--- config.mk ---
export PLATFORM = sky130hd
export DESIGN_NAME = mash_dsm_gen
export DESIGN_NICKNAME = d
export VERILOG_FILES = /design/src/rtl/mash_dsm_pkg.sv /design/src/rtl/mash_acc_stage.sv /design/src/rtl/mash_dsm_gen.sv
export SDC_FILE = /design/constraint.sdc
export NUM_CORES = 1
export LEC_CHECK = 0
export CAP_MARGIN = 20
export CORE_MARGIN = 2
export CORE_UTILIZATION = 57
export CTS_BUF_LIST = sky130_fd_sc_hd__clkbuf_8
export DETAILED_ROUTE_END_ITERATION = 16
export PLACE_DENSITY = 0.82
export SETUP_SLACK_MARGIN = 0.3
export SLEW_MARGIN = 0
export SYNTH_ARGS = -nofsm -noshare
export SYNTH_HDL_FRONTEND = slang
export SYNTH_SLANG_ARGS = --single-unit
--- constraint.sdc ---
create_clock -name clk -period 7.93 [get_ports clk]
set_input_delay 0.793 -clock clk [delete_from_list [all_inputs] [get_ports clk]]
set_output_delay 0.793 -clock clk [all_outputs]
set_load 0.005 [all_outputs]
--- src/rtl/mash_dsm_pkg.sv ---
// Shared types and constants for the MASH 1-1-1 delta-sigma generator.
package mash_dsm_pkg;

  typedef enum logic [1:0] {
    IDLE = 2'd0,
    FILL = 2'd1,
    RUN  = 2'd2
  } state_e;

  localparam logic [1:0] ORD_BYP = 2'd0;
  localparam logic [1:0] ORD_1   = 2'd1;
  localparam logic [1:0] ORD_2   = 2'd2;
  localparam logic [1:0] ORD_3   = 2'd3;

  localparam logic [15:0] LFSR_SEED = 16'hACE1;
  // Galois toggle mask for x^16+x^14+x^13+x^11+1 (right-shifting form)
  localparam logic [15:0] LFSR_TAPS = 16'hB400;

  localparam int unsigned FILL_CYCLES = 2;

  function automatic logic [15:0] lfsr_step(input logic [15:0] s);
    return (s >> 1) ^ (s[0] ? LFSR_TAPS : 16'h0000);
  endfunction

endpackage

--- src/rtl/mash_acc_stage.sv ---
// One MASH accumulator stage: registered accumulator, combinational next value and carry.
module mash_acc_stage #(
  parameter int unsigned ACC_W = 16
) (
  input  logic             clk,
  input  logic             rst_n,
  input  logic             en,
  input  logic             clr,
  input  logic [ACC_W-1:0] x,
  output logic [ACC_W-1:0] acc_nxt_c,
  output logic             carry_c
);

  logic [ACC_W-1:0] acc;
  logic [ACC_W:0]   sum_c;

  assign sum_c     = {1'b0, acc} + {1'b0, x};
  assign acc_nxt_c = sum_c[ACC_W-1:0];
  assign carry_c   = sum_c[ACC_W];

  always_ff @(posedge clk or negedge rst_n) begin
    if (!rst_n) begin
      acc <= '0;
    end else if (clr) begin
      acc <= '0;
    end else if (en) begin
      acc <= acc_nxt_c;
    end
  end

endmodule

--- src/rtl/mash_dsm_gen.sv ---
// MASH 1-1-1 delta-sigma modulator with selectable order, LSB dither,
// output saturation and an enable/fill sequencer.
module mash_dsm_gen
  import mash_dsm_pkg::*;
#(
  parameter int unsigned ACC_W = 16,
  parameter int unsigned INT_W = 4,
  parameter int unsigned OUT_W = 4
) (
  input  logic             clk,
  input  logic             rst_n,
  input  logic             en,
  input  logic             cfg_valid,
  output logic             cfg_ready,
  input  logic [INT_W-1:0] cfg_int,
  input  logic [ACC_W-1:0] cfg_frac,
  input  logic [1:0]       cfg_order,
  input  logic             cfg_dither,
  output logic [OUT_W-1:0] out,
  output logic             out_valid,
  output logic             sat
);

  localparam int unsigned SUM_W = INT_W + 3;
  localparam int unsigned CNT_W = 2;
  localparam logic signed [SUM_W-1:0] OUT_MAX = SUM_W'((2 ** OUT_W) - 1);

  state_e           state;
  logic [CNT_W-1:0] fill_cnt;

  logic [INT_W-1:0] int_q;
  logic [ACC_W-1:0] frac_q;
  logic [1:0]       order_q;
  logic             dither_q;
  logic [15:0]      lfsr;

  logic             c1_z1, c1_z2, c2_z1, c2_z2, c3_z1;
  logic signed [3:0] s_z1;
  logic [INT_W-1:0] int_z1, int_z2;

  logic             adv_c, clr_c;
  logic [ACC_W-1:0] x1_c, nxt1_c, nxt2_c, acc3_unused;
  logic             c1_c, c2_c, c3_c;

  logic signed [3:0] c1z2_s, c2z1_s, c2z2_s, c3_s, c3z1_s;
  logic signed [3:0] d1_c, s_c, d2_c, y_c;
  logic signed [SUM_W-1:0] sum_c;
  logic [OUT_W-1:0] out_nxt_c;
  logic             clamp_c;

  assign cfg_ready = 1'b1;
  assign adv_c     = en && (state != IDLE);
  assign clr_c     = !en;
  assign x1_c      = frac_q + ACC_W'(dither_q & lfsr[0]);

  // Three cascaded stages; each later stage integrates the previous stage's next residue
  mash_acc_stage #(.ACC_W(ACC_W)) u_stage1 (
    .clk(clk), .rst_n(rst_n), .en(adv_c), .clr(clr_c),
    .x(x1_c), .acc_nxt_c(nxt1_c), .carry_c(c1_c)
  );

  mash_acc_stage #(.ACC_W(ACC_W)) u_stage2 (
    .clk(clk), .rst_n(rst_n), .en(adv_c), .clr(clr_c),
    .x(nxt1_c), .acc_nxt_c(nxt2_c), .carry_c(c2_c)
  );

  mash_acc_stage #(.ACC_W(ACC_W)) u_stage3 (
    .clk(clk), .rst_n(rst_n), .en(adv_c), .clr(clr_c),
    .x(nxt2_c), .acc_nxt_c(acc3_unused), .carry_c(c3_c)
  );

  assign c1z2_s = signed'({3'b000, c1_z2});
  assign c2z1_s = signed'({3'b000, c2_z1});
  assign c2z2_s = signed'({3'b000, c2_z2});
  assign c3_s   = signed'({3'b000, c3_c});
  assign c3z1_s = signed'({3'b000, c3_z1});

  // Noise-cancellation network aligned so every order shares the same 2-cycle latency
  always_comb begin
    d1_c = c3_s - c3z1_s;
    s_c  = c2z1_s + d1_c;
    d2_c = s_c - s_z1;
    y_c  = '0;
    case (order_q)
      ORD_BYP: y_c = '0;
      ORD_1:   y_c = c1z2_s;
      ORD_2:   y_c = c1z2_s + c2z1_s - c2z2_s;
      ORD_3:   y_c = c1z2_s + d2_c;
    endcase
  end

  assign sum_c = SUM_W'(signed'({1'b0, int_z2})) + SUM_W'(y_c);

  always_comb begin
    out_nxt_c = OUT_W'(sum_c);
    clamp_c   = 1'b0;
    if (sum_c[SUM_W-1]) begin
      out_nxt_c = '0;
      clamp_c   = 1'b1;
    end else if (sum_c > OUT_MAX) begin
      out_nxt_c = '1;
      clamp_c   = 1'b1;
    end
  end

  // Sequencer, config capture, delay lines and registered outputs
  always_ff @(posedge clk or negedge rst_n) begin
    if (!rst_n) begin
      state     <= IDLE;
      fill_cnt  <= '0;
      int_q     <= '0;
      frac_q    <= '0;
      order_q   <= '0;
      dither_q  <= 1'b0;
      lfsr      <= LFSR_SEED;
      c1_z1     <= 1'b0;
      c1_z2     <= 1'b0;
      c2_z1     <= 1'b0;
      c2_z2     <= 1'b0;
      c3_z1     <= 1'b0;
      s_z1      <= '0;
      int_z1    <= '0;
      int_z2    <= '0;
      out       <= '0;
      out_valid <= 1'b0;
      sat       <= 1'b0;
    end else begin
      if (cfg_valid) begin
        int_q  <= cfg_int;
        frac_q <= cfg_frac;
        if (state == IDLE) begin
          order_q  <= cfg_order;
          dither_q <= cfg_dither;
        end
      end

      if (!en) begin
        state     <= IDLE;
        fill_cnt  <= '0;
        c1_z1     <= 1'b0;
        c1_z2     <= 1'b0;
        c2_z1     <= 1'b0;
        c2_z2     <= 1'b0;
        c3_z1     <= 1'b0;
        s_z1      <= '0;
        int_z1    <= '0;
        int_z2    <= '0;
        out       <= '0;
        out_valid <= 1'b0;
        sat       <= 1'b0;
      end else begin
        case (state)
          IDLE: begin
            state    <= FILL;
            fill_cnt <= '0;
          end
          FILL: begin
            fill_cnt  <= fill_cnt + CNT_W'(1);
            out_valid <= 1'b0;
            if (fill_cnt == CNT_W'(FILL_CYCLES - 1)) begin
              state <= RUN;
            end
          end
          RUN: begin
            out_valid <= 1'b1;
          end
          default: begin
            state <= IDLE;
          end
        endcase

        if (state != IDLE) begin
          c1_z1  <= c1_c;
          c1_z2  <= c1_z1;
          c2_z1  <= c2_c;
          c2_z2  <= c2_z1;
          c3_z1  <= c3_c;
          s_z1   <= s_c;
          int_z1 <= int_q;
          int_z2 <= int_z1;
          out    <= out_nxt_c;
          sat    <= clamp_c;
          lfsr   <= lfsr_step(lfsr);
        end
      end
    end
  end

endmodule

## After elaboration in Yosys (flattened, before gate mapping)

Cells that the tools add are included.

- Reductions and logical operators: 7
- $add $sub $neg: 12
- Multiplexer cells: 39
- Eq/ne operators: 12
- Magnitude comparators: 1
- Bitwise operators: 2

Operator list:

| operator | count |
|---|---|
| 2-to-1 mux 16 bit | 7 |
| adder 16 x 16 -> 17 bit | 3 |
| 2-to-1 mux 4 bit | 10 |
| adder 16 x 1 -> 16 bit | 1 |
| case mux 4 bit (4 select lines) | 1 |
| bitwise XOR 15 x 16 -> 16 bit | 1 |
| 2-to-1 mux 1 bit | 15 |
| adder 5 x 4 -> 6 bit | 1 |
| == test 2 x 1 -> 1 bit, second input constant | 3 |
| == test 2 bit, second input constant | 3 |
| greater-than comparator 6 x 5 -> 1 bit, second input constant | 1 |
| 2-to-1 mux 2 bit | 3 |
| inequality test 3 x 1 -> 1 bit, second input constant | 2 |
| case mux 2 bit (3 select lines) | 1 |
| AND reduction 2 bit | 3 |
| adder 2 x 4 -> 4 bit | 1 |
| logical NOT 2 bit | 2 |
| inequality test 2 x 1 -> 1 bit, second input constant | 2 |
| case mux 2 bit (2 select lines) | 1 |
| subtractor 3 x 4 -> 4 bit | 1 |
| adder 2 x 2 -> 3 bit | 1 |
| inequality test 3 bit, second input constant | 1 |
| subtractor 2 x 1 -> 3 bit | 1 |
| adder 1 x 1 -> 2 bit | 1 |
| other kinds (7) | 7 |

- Output and inout port bits: 7
- Input port bits: 27
- Flip-flop bits (word level): 114
- Word-level logic and storage cells: 94

## Longest topological paths before layout

Gate-level depths: netlist of the first run.

- Word-level depth: 16
- Depth in mapped cells: 44

## Cells and area by module

Synthesis of the first run repeated with hierarchy kept, for this count alone.

- Cell total of the unflattened synthesis: 865
- Area, all modules: 8007.7 um^2

By module, submodules not included:

| module | cells each | seq. area each (um^2) | instances | area each (um^2) |
|---|---|---|---|---|
| mash_dsm_gen | 313 | 1636.6 | 1 | 3293.2 |
| mash_acc_stage (u_stage2 ...) | 194 | 400.4 | 2 | 1609.0 |
| mash_acc_stage (u_stage1) | 164 | 400.4 | 1 | 1496.4 |

## Worst setup path after synthesis of the first run

OpenSTA, ideal clock, no wires.

- Kind: reg2reg
- Start: register lfsr[0]
- End: register sat
- Data arrival time: 7701 ps
- Path buffers: 1
- Slack: 103 ps
- Stages on the path, launching flop included: 42
- Setup time: 126 ps
- Required time: 7804 ps
- Period minus slack after synthesis: 7827 ps
- Cell sequence: dfstp_2 > clkbuf_1 > and2_1 > ha_1 > ha_1 > fa_1 > a21oi_1 > o211ai_1 > a31oi_1 > o21ai_0 > xor2_1 > ha_1 > a21oi_1 > a21boi_0 > o21a_1 > o32ai_1 > xnor2_1 > ha_1 > (+6 left out) > inv_1 > ha_1 > inv_1 > ha_1 > inv_1 > ha_1 > inv_1 > fa_1 > mux2i_1 > and2_1 > inv_1 > fa_1 > inv_1 > a21oi_1 > o21bai_1 > xnor2_1 > nor2_1 > a221o_1

- Longest elaborated chain between the ends: 16

RTL lines:

| element | RTL line | text |
|---|---|---|
| start, declared | mash_dsm_gen.sv:35 | `logic [15:0] lfsr;` |
| start signal, assigned | mash_dsm_gen.sv:183 | `lfsr <= lfsr_step(lfsr);` |
| AND 1 bit * | mash_dsm_gen.sv:54 | `assign x1_c = frac_q + ACC_W'(dither_q & lfsr[0]);` |
| adder 16 x 1 -> 16 bit * | mash_dsm_gen.sv:54 |  |
| adder 16 x 16 -> 17 bit * (3 in a row) | mash_acc_stage.sv:17 | `assign sum_c = {1'b0, acc} + {1'b0, x};` |
| subtractor 1 x 1 -> 2 bit * | mash_dsm_gen.sv:80 | `d1_c = c3_s - c3z1_s;` |
| adder 2 x 2 -> 3 bit * | mash_dsm_gen.sv:81 | `s_c = c2z1_s + d1_c;` |
| subtractor 3 x 4 -> 4 bit * | mash_dsm_gen.sv:82 | `d2_c = s_c - s_z1;` |
| adder 2 x 4 -> 4 bit * | mash_dsm_gen.sv:88 | `ORD_3: y_c = c1z2_s + d2_c;` |
| case mux 4 bit (4 select lines) * | mash_dsm_gen.sv:84 | `case (order_q)` |
| adder 5 x 4 -> 6 bit * | mash_dsm_gen.sv:92 | `assign sum_c = SUM_W'(signed'({1'b0, int_z2})) + SUM_W'(y_c);` |
| greater-than comparator 6 x 5 -> 1 bit | mash_dsm_gen.sv:100 | `end else if (sum_c > OUT_MAX) begin` |
| 2-to-1 mux 1 bit | mash_dsm_gen.sv:100 |  |
| 2-to-1 mux 1 bit * | mash_dsm_gen.sv:97 | `if (sum_c[SUM_W-1]) begin` |
| 2-to-1 mux 1 bit * | mash_dsm_gen.sv:172 | `if (state != IDLE) begin` |
| 2-to-1 mux 1 bit * | mash_dsm_gen.sv:137 | `if (!en) begin` |
| end signal, assigned | mash_dsm_gen.sv:182 | `sat <= clamp_c;` |
| end, declared | mash_dsm_gen.sv:21 | `output logic sat` |

Every way passes the cells marked *; elsewhere a longest branch is shown, timed or not. The select of a mux whose other input is x is not followed.
A chain may end at the register's enable or synchronous reset.

## Worst setup path after layout of the first run

- Start: register lfsr[0]
- End: register out[1]

- Longest elaborated chain between the ends: 16

RTL lines:

| element | RTL line | text |
|---|---|---|
| AND 1 bit * | mash_dsm_gen.sv:54 |  |
| adder 16 x 1 -> 16 bit * | mash_dsm_gen.sv:54 |  |
| adder 16 x 16 -> 17 bit * (3 in a row) | mash_acc_stage.sv:17 |  |
| subtractor 1 x 1 -> 2 bit * | mash_dsm_gen.sv:80 |  |
| adder 2 x 2 -> 3 bit * | mash_dsm_gen.sv:81 |  |
| subtractor 3 x 4 -> 4 bit * | mash_dsm_gen.sv:82 |  |
| adder 2 x 4 -> 4 bit * | mash_dsm_gen.sv:88 |  |
| case mux 4 bit (4 select lines) * | mash_dsm_gen.sv:84 |  |
| adder 5 x 4 -> 6 bit * | mash_dsm_gen.sv:92 |  |
| greater-than comparator 6 x 5 -> 1 bit | mash_dsm_gen.sv:100 |  |
| 2-to-1 mux 4 bit | mash_dsm_gen.sv:100 |  |
| 2-to-1 mux 4 bit * | mash_dsm_gen.sv:97 |  |
| 2-to-1 mux 4 bit * | mash_dsm_gen.sv:172 |  |
| 2-to-1 mux 4 bit * | mash_dsm_gen.sv:137 |  |
| end signal, assigned | mash_dsm_gen.sv:181 | `out <= out_nxt_c;` |
| end, declared | mash_dsm_gen.sv:19 | `output logic [OUT_W-1:0] out,` |

Marks and branches as above.

==> metrics.txt, run 1 <==
status finished with violations; violations in the final reports setup timing; Overall Power 4030 uW; Seq pwr share 0.194; Setup CP Type register to register; post-synth top area share 0.365; fin area 0.00936 mm2; Top FF cell, synth dfrtp_1; All-Layer GR Usage 0.255; Pleak 0.00429 uW; Reg2Reg Setup Slack -0.75 ns; Max stage delay cell, worst path dfstp_2; power density over cell area 431 mW/mm2; Worst Setup Slack, final -0.746 ns; clk root buf clkbuf_8; FP Rows 41; Clock Sinks 113; H-tree levels 4; final hold violation count 0; Post-DP HPWL 10900 um; Reg clk slew, reported paths 0.07 ns; share of cells above drive strength 1 0.309; CP Max Fanout 5; n_diodes 0; switching share of power 0.455; worst r2r dst out[1]; Crit. End Element register; total wire length 24000 um; crit path from lfsr[0]; cell taking the most area after synthesis dfrtp_1; number of remaining DRC errors 0; grt total ovfl 0; worst hold path type input port to async pin; number of port buffers 32; syn nets 847; num ports 34; Max Clock Skew 0.0144 ns; Post-synth EDFFs 0; hold buffer count at cts 0; FILL cells 675; Placer Congestion 1.00; CP peak stage delay 0.54 ns; switching power 1830 uW; wire length per cell 23.6 um; vias in the first global route 5730; post-synthesis sequential area ratio 0.394; CP Launch Type register; Die H 116 um; Async SR Flop Fraction 1.00; Critical Path AT 9.02 ns; first-pass GRT wire length 27200 um; flops & latches, synth 113; max-cap violations 0; largest net degree at the start of global routing 70; initial antenna violation count 0; worst-case clock buffer depth 2; synth top area cells dfrtp_1 36%, ha_1 13%, a22o_1 5.6%; Netlist cell types 58; slew margin rel. 0.271; Syn Inst Count 743; total CTS buffers 17; area delta synth->final 30.0%; core area 0.0125 mm2; synthesized area per cell 9.69 um2; Area after DPL 0.00781 mm2; Reg-to-Reg Start lfsr[0]; clock share of power 0.129; final design utilization 0.751; Slew @ Worst Pin 1.09 ns; CTS tree built; die footprint 0.0135 mm2; via count 6800; initial drt markers 981; crit share post-route 1.09; Worst Path Required 8.27 ns; RSZ-0062 raised after global routing yes; final setup vio count 5; synthesized cell area 0.00720 mm2; fmax 0.115 GHz; R2R depth 41; Int Pwr 2200 uW; Antenna Nets Post-Route 0; vias per cell 6.69; min Tclk post-route 8.68 ns; clk_lat worst skew 0.46 ns; Final nets 936; peak supply drop 203 uV; TritonRoute pass-1 iters 7; worst hold margin 0.359 ns; combinational group share of total power 0.677; Yosys warning count 0; crit-path most repeated cell ha_4; Initial Utilization 0.578; Slew Limit Fails 0; Die Width 116 um
[synth_stat cells (all sizes together) (4+ instances only)]
library cell  instances
a211oi                9
nand3                14
nand2b                8
o21a                  5
a21o                 10
nor2                 35
o31ai                 7
clkbuf               22
fa                    5
xor2                 19
a22o                 46
buf                   5
mux2                 24
and2                  4
nor2b                 4
nor3                  5
nand2                99
a21oi                46
dfstp                 8
nand4                12
xnor2                38
o21ai                46
dfrtp               105
and3                  8
inv                  32
ha                   72
a31oi                 6
o21bai                7
[cells by family (layout without fill, tap and decap cells)]
family	count (synthesis)	in the layout	synth area share
compound gates	205	205	0.194
xor+xnor	57	57	0.0693
fa+ha+maj	77	77	0.139
buf+inv	60	162	0.0325
flops	113	113	0.394
mux	27	27	0.0417
other cells	1	1	0.000521
simple gates	203	203	0.129
[placed cells by master (no fill, tap or decap), types with 5 or more instances in the layout]
master / Yosys / final
a211oi_1: 9 / 6
a21o_1: 10 / 10
a21oi_1: 46 / 24
a21oi_2: 0 / 15
a21oi_4: 0 / 7
a22o_1: 46 / 46
and3_1: 8 / 5
buf_4: 1 / 64
clkbuf_8: 0 / 22
clkdlybuf4s50_1: 0 / 31
dfrtp_1: 105 / 104
dfstp_2: 8 / 8
ha_1: 72 / 47
ha_4: 0 / 21
inv_1: 32 / 28
inv_2: 0 / 8
mux2_2: 24 / 24
nand2_1: 99 / 95
nand2b_1: 8 / 7
nand3_1: 14 / 12
nand4_1: 12 / 12
nor2_1: 35 / 25
nor2_2: 0 / 7
o21ai_0: 42 / 32
o21ai_1: 3 / 5
o21ai_2: 1 / 7
o21bai_1: 7 / 6
o31ai_1: 7 / 7
xnor2_1: 38 / 21
xnor2_2: 0 / 15
xor2_1: 19 / 14
xor2_2: 0 / 5
[worst max path at each step]
stage	cells past startpoint	slack, ns	end
after floorplan	40	0.34	out[0]
after global placement	38	0.02	out[1]
after detailed placement	39	-0.31	sat
after CTS	40	0.21	out[0]
after global routing	41	-1.10	sat
final	41	-0.75	out[1]
[power by group through the flow]
stage / Combinational [uW] / Sequential, uW / Clock, uW
floorplan: 1400 / 740 / 0
global placement: 1750 / 759 / 0
detailed placement: 1840 / 763 / 0
CTS: 2050 / 757 / 513
global route: 2900 / 788 / 547
finish: 2730 / 783 / 521
[critical path: cells and delay by family (launching register included)]
family          cells  cell delay, ns
flops               1            0.54
compound gates     11            2.63
xor+xnor            4            0.94
simple gates        9            1.28
buf+inv             6            0.43
mux                 1            0.13
fa+ha+maj          10            2.58
[sequential cells by signal (all words and copies together), names as in the netlist, 3 cells and up]
register and count:
s_z1 3, int_z1 4, int_z2 4, u_stage2.acc 16, out 4, u_stage3.acc 16
frac_q 16, u_stage1.acc 16, lfsr 16, int_q 4
[final cells by class]
| cell class | count | area, um2 | share of cell area |
|---|---|---|---|
| multi-input cells | 570 | 4990 | 0.534 |
| inverters | 33 | 126 | 0.0135 |
| clock buffers | 22 | 303 | 0.0323 |
| flip-flops and latches | 113 | 2840 | 0.303 |
| well taps | 172 | 215 | 0.0230 |
| repair buffers | 97 | 813 | 0.0869 |
| clock inverters | 10 | 68.8 | 0.00735 |
[what timing repair did]
action	CTS	global route
gates resized for setup	45	114
buffers inserted	21	27
cloned	0	0
endpoints found under the setup margin	5	5
hold endpoints to repair	0	0
pin swaps	59	81
[metrics by stage]
step           setup TNS [ns]  setup WS (ns)  cells
2_1_floorplan               0          0.338    743
3_3_place_gp                0         0.0234    937
3_5_place_dp            -1.46         -0.307    937
4_1_cts                     0          0.207    990
5_1_grt                 -5.35          -1.10   1017
6_report                -3.60         -0.746   1017
[per-layer routing]
metal  part of all wire  GRT usage  up-vias
li1                   -          -     2845
met1               0.36      0.323     3287
met2               0.49      0.430      503
met3              0.084     0.0654      165
met4              0.072     0.0810        0
met5                  0          0        -
Note: power is estimated with default switching activity, not from simulation.
==> run 2, diff against run 1 <==
Settings changed: REMOVE_ABC_BUFFERS set to 1.
==> run 2 against run 1 <==
Global-route usage up 3.1 points. The flow still finishes with violations (setup timing). Critical endpoint is now out[3]. Worst hold slack better by 0.044 ns. Critical path depth up 1.
==> metrics.txt, run 2 (synthesis gave the netlist of run 1 again) <==
status finished with violations; violations in the final reports setup timing; wire length per cell 21.7 um (-7.9%); initial antenna violation count 0 (unchanged); area delta synth->final 30.0% (about the same); Die Width 116 um (unchanged); final setup vio count 5 (unchanged); M2 GR Usage 0.503 (+0.0736); grt met3 use 0.0592 (-0.00623); crit-path most repeated cell ha_4; Clock Sinks 113 (unchanged); vias per cell 6.57 (-1.7%); grt total ovfl 0 (unchanged); Initial Utilization 0.578 (unchanged); switching share of power 0.442 (-0.0126); share of cells above drive strength 1 0.298 (-0.0111); Max Clock Skew 0.0155 ns (+0.00109 ns); final hold violation count 0 (unchanged); clk_lat worst skew 0.45 ns (about the same); Max stage delay cell, worst path dfstp_2; Slew @ Worst Pin 0.994 ns (-0.0958 ns); Antenna Nets Post-Route 0 (unchanged); CP peak stage delay 0.54 ns (about the same); commonest non-fill, non-tap cells in the layout 104 x dfrtp_1, 97 x nand2_1, 72 x buf_4, 47 x ha_1, 46 x a22o_1; Critical path buffers and inverters 5 (-1); Int Pwr 2260 uW (+2.7%); Overall Power 4040 uW (+0.33%); FP Rows 41 (unchanged); clock share of power 0.151 (+0.022); core area 0.0125 mm2 (unchanged); most used routing layer met2; Final nets 944 (+0.85%); fmax 0.119 GHz (+2.9%); combinational group share of total power 0.656 (-0.021); Area after DPL 0.00789 mm2 (+0.98%); most common cell after layout, fill and taps aside dfrtp_1; CP Launch Type register; Reg clk slew, reported paths 0.07 ns (about the same); GR Util met1 0.337 (+0.0140); slew margin rel. 0.335 (+0.0641); Placer Congestion 0.922 (-8.0%); RSZ-0062 raised after global routing yes; total CTS buffers 17 (unchanged); worst hold margin 0.403 ns (+0.0438 ns); Reg2Reg Setup Slack -0.50 ns (+0.25 ns); DP Worst Slack -0.413 ns (-0.106 ns); Setup CP Type register to register; clk root buf clkbuf_8; H-tree levels 4 (unchanged); Crit. End Element register; power density over cell area 432 mW/mm2 (+0.29%); setup TNS -2.47 ns (+1.14 ns); vias in the first global route 6302 (+10%); CP Max Fanout 4 (-1); largest net degree at the start of global routing 70 (unchanged); Critical Path AT 8.77 ns (-0.25 ns); number of remaining DRC errors 0 (unchanged); fin area 0.00936 mm2 (about the same); first-pass GRT wire length 30300 um (+11%); number of port buffers 32 (unchanged); via count 6736 (-0.94%); num ports 34 (unchanged); initial drt markers 674 (-31%); total wire length 22300 um (-7.1%); TritonRoute pass-1 iters 8 (+1); Reg-to-Reg Start lfsr[0]; CP top delay family adder cells; die footprint 0.0135 mm2 (unchanged); peak supply drop 288 uV (+42%); Seq pwr share 0.193 (about the same); worst hold path type input port to async pin; Pleak 0.00429 uW (about the same); R2R depth 42 (+2.4%); Worst Path Required 8.27 ns (about the same); Die H 116 um (unchanged); min Tclk post-route 8.43 ns (-0.246 ns); n_diodes 0 (unchanged); CTS tree built; crit share post-route 1.06 (-0.0310); Post-DP HPWL 11400 um (+4.6%); Slew Limit Fails 0 (unchanged); All-Layer GR Usage 0.286 (+0.0308); Worst Setup Slack, final -0.500 ns (+0.246 ns); max-cap violations 0 (unchanged); worst-case clock buffer depth 2 (unchanged); switching power 1790 uW (-2.5%); worst r2r dst out[3]
==> run 2: cell count changes in the layout (fill, tap and decap cells not counted), sizes merged <==
| cell | delta |
|---|---|
| buf | +8 |
| clkinv | -3 |
| clkbuf | +2 |
| inv | -1 |
| bufinv | +2 |
==> run 2: timing repair <==
action                                  in CTS  in global routing
resized for setup                           82                 63
buffers inserted                            26                 14
endpoints found under the setup margin       5                  5
hold buffers                                 0                  0
pin swaps                                   59                 57
==> run 2: cell type report <==
class / instances / area [um2]
Fill cell: 737 / 3100
Sequential cell: 113 / 2840
Multi-Input combinational cell: 570 / 4870
Timing Repair Buffer: 105 / 873
Tap cell: 172 / 215
Clock buffer: 24 / 330
Clock inverter: 8 / 110
Inverter: 33 / 124
==> run 2: worst max path at each step <==
stage | from | endpoint | cells after the start
2_1_floorplan | lfsr[0] | out[0] | 39
3_3_place_gp | lfsr[0] | sat | 41
3_5_place_dp | lfsr[0] | out[1] | 42
4_1_cts | lfsr[0] | sat | 40
5_1_grt | lfsr[0] | out[3] | 41
6_report | lfsr[0] | out[3] | 42
==> run 2: metrics by stage <==
step / instances / util
floorplan: 716 / -
global placement: 953 / 0.633
detailed placement: 953 / 0.633
CTS: 1011 / 0.715
global route: 1025 / 0.751
finish: 1025 / 0.751
==> run 2: power groups by stage <==
stage,registers [uW],clock network (uW),logic [uW]
after floorplan,743,0,1380
after global placement,758,0,1790
after detailed placement,766,0,1880
after CTS,762,602,2170
after global routing,785,638,2810
final,779,610,2650
==> run 2: metal layers <==
| metal | up-vias | wire length (um) |
|---|---|---|
| met5 | - | 0 |
| met1 | 3299 | 8020 |
| met2 | 430 | 11200 |
| li1 | 2868 | - |
| met4 | 0 | 1330 |
| met3 | 139 | 1710 |
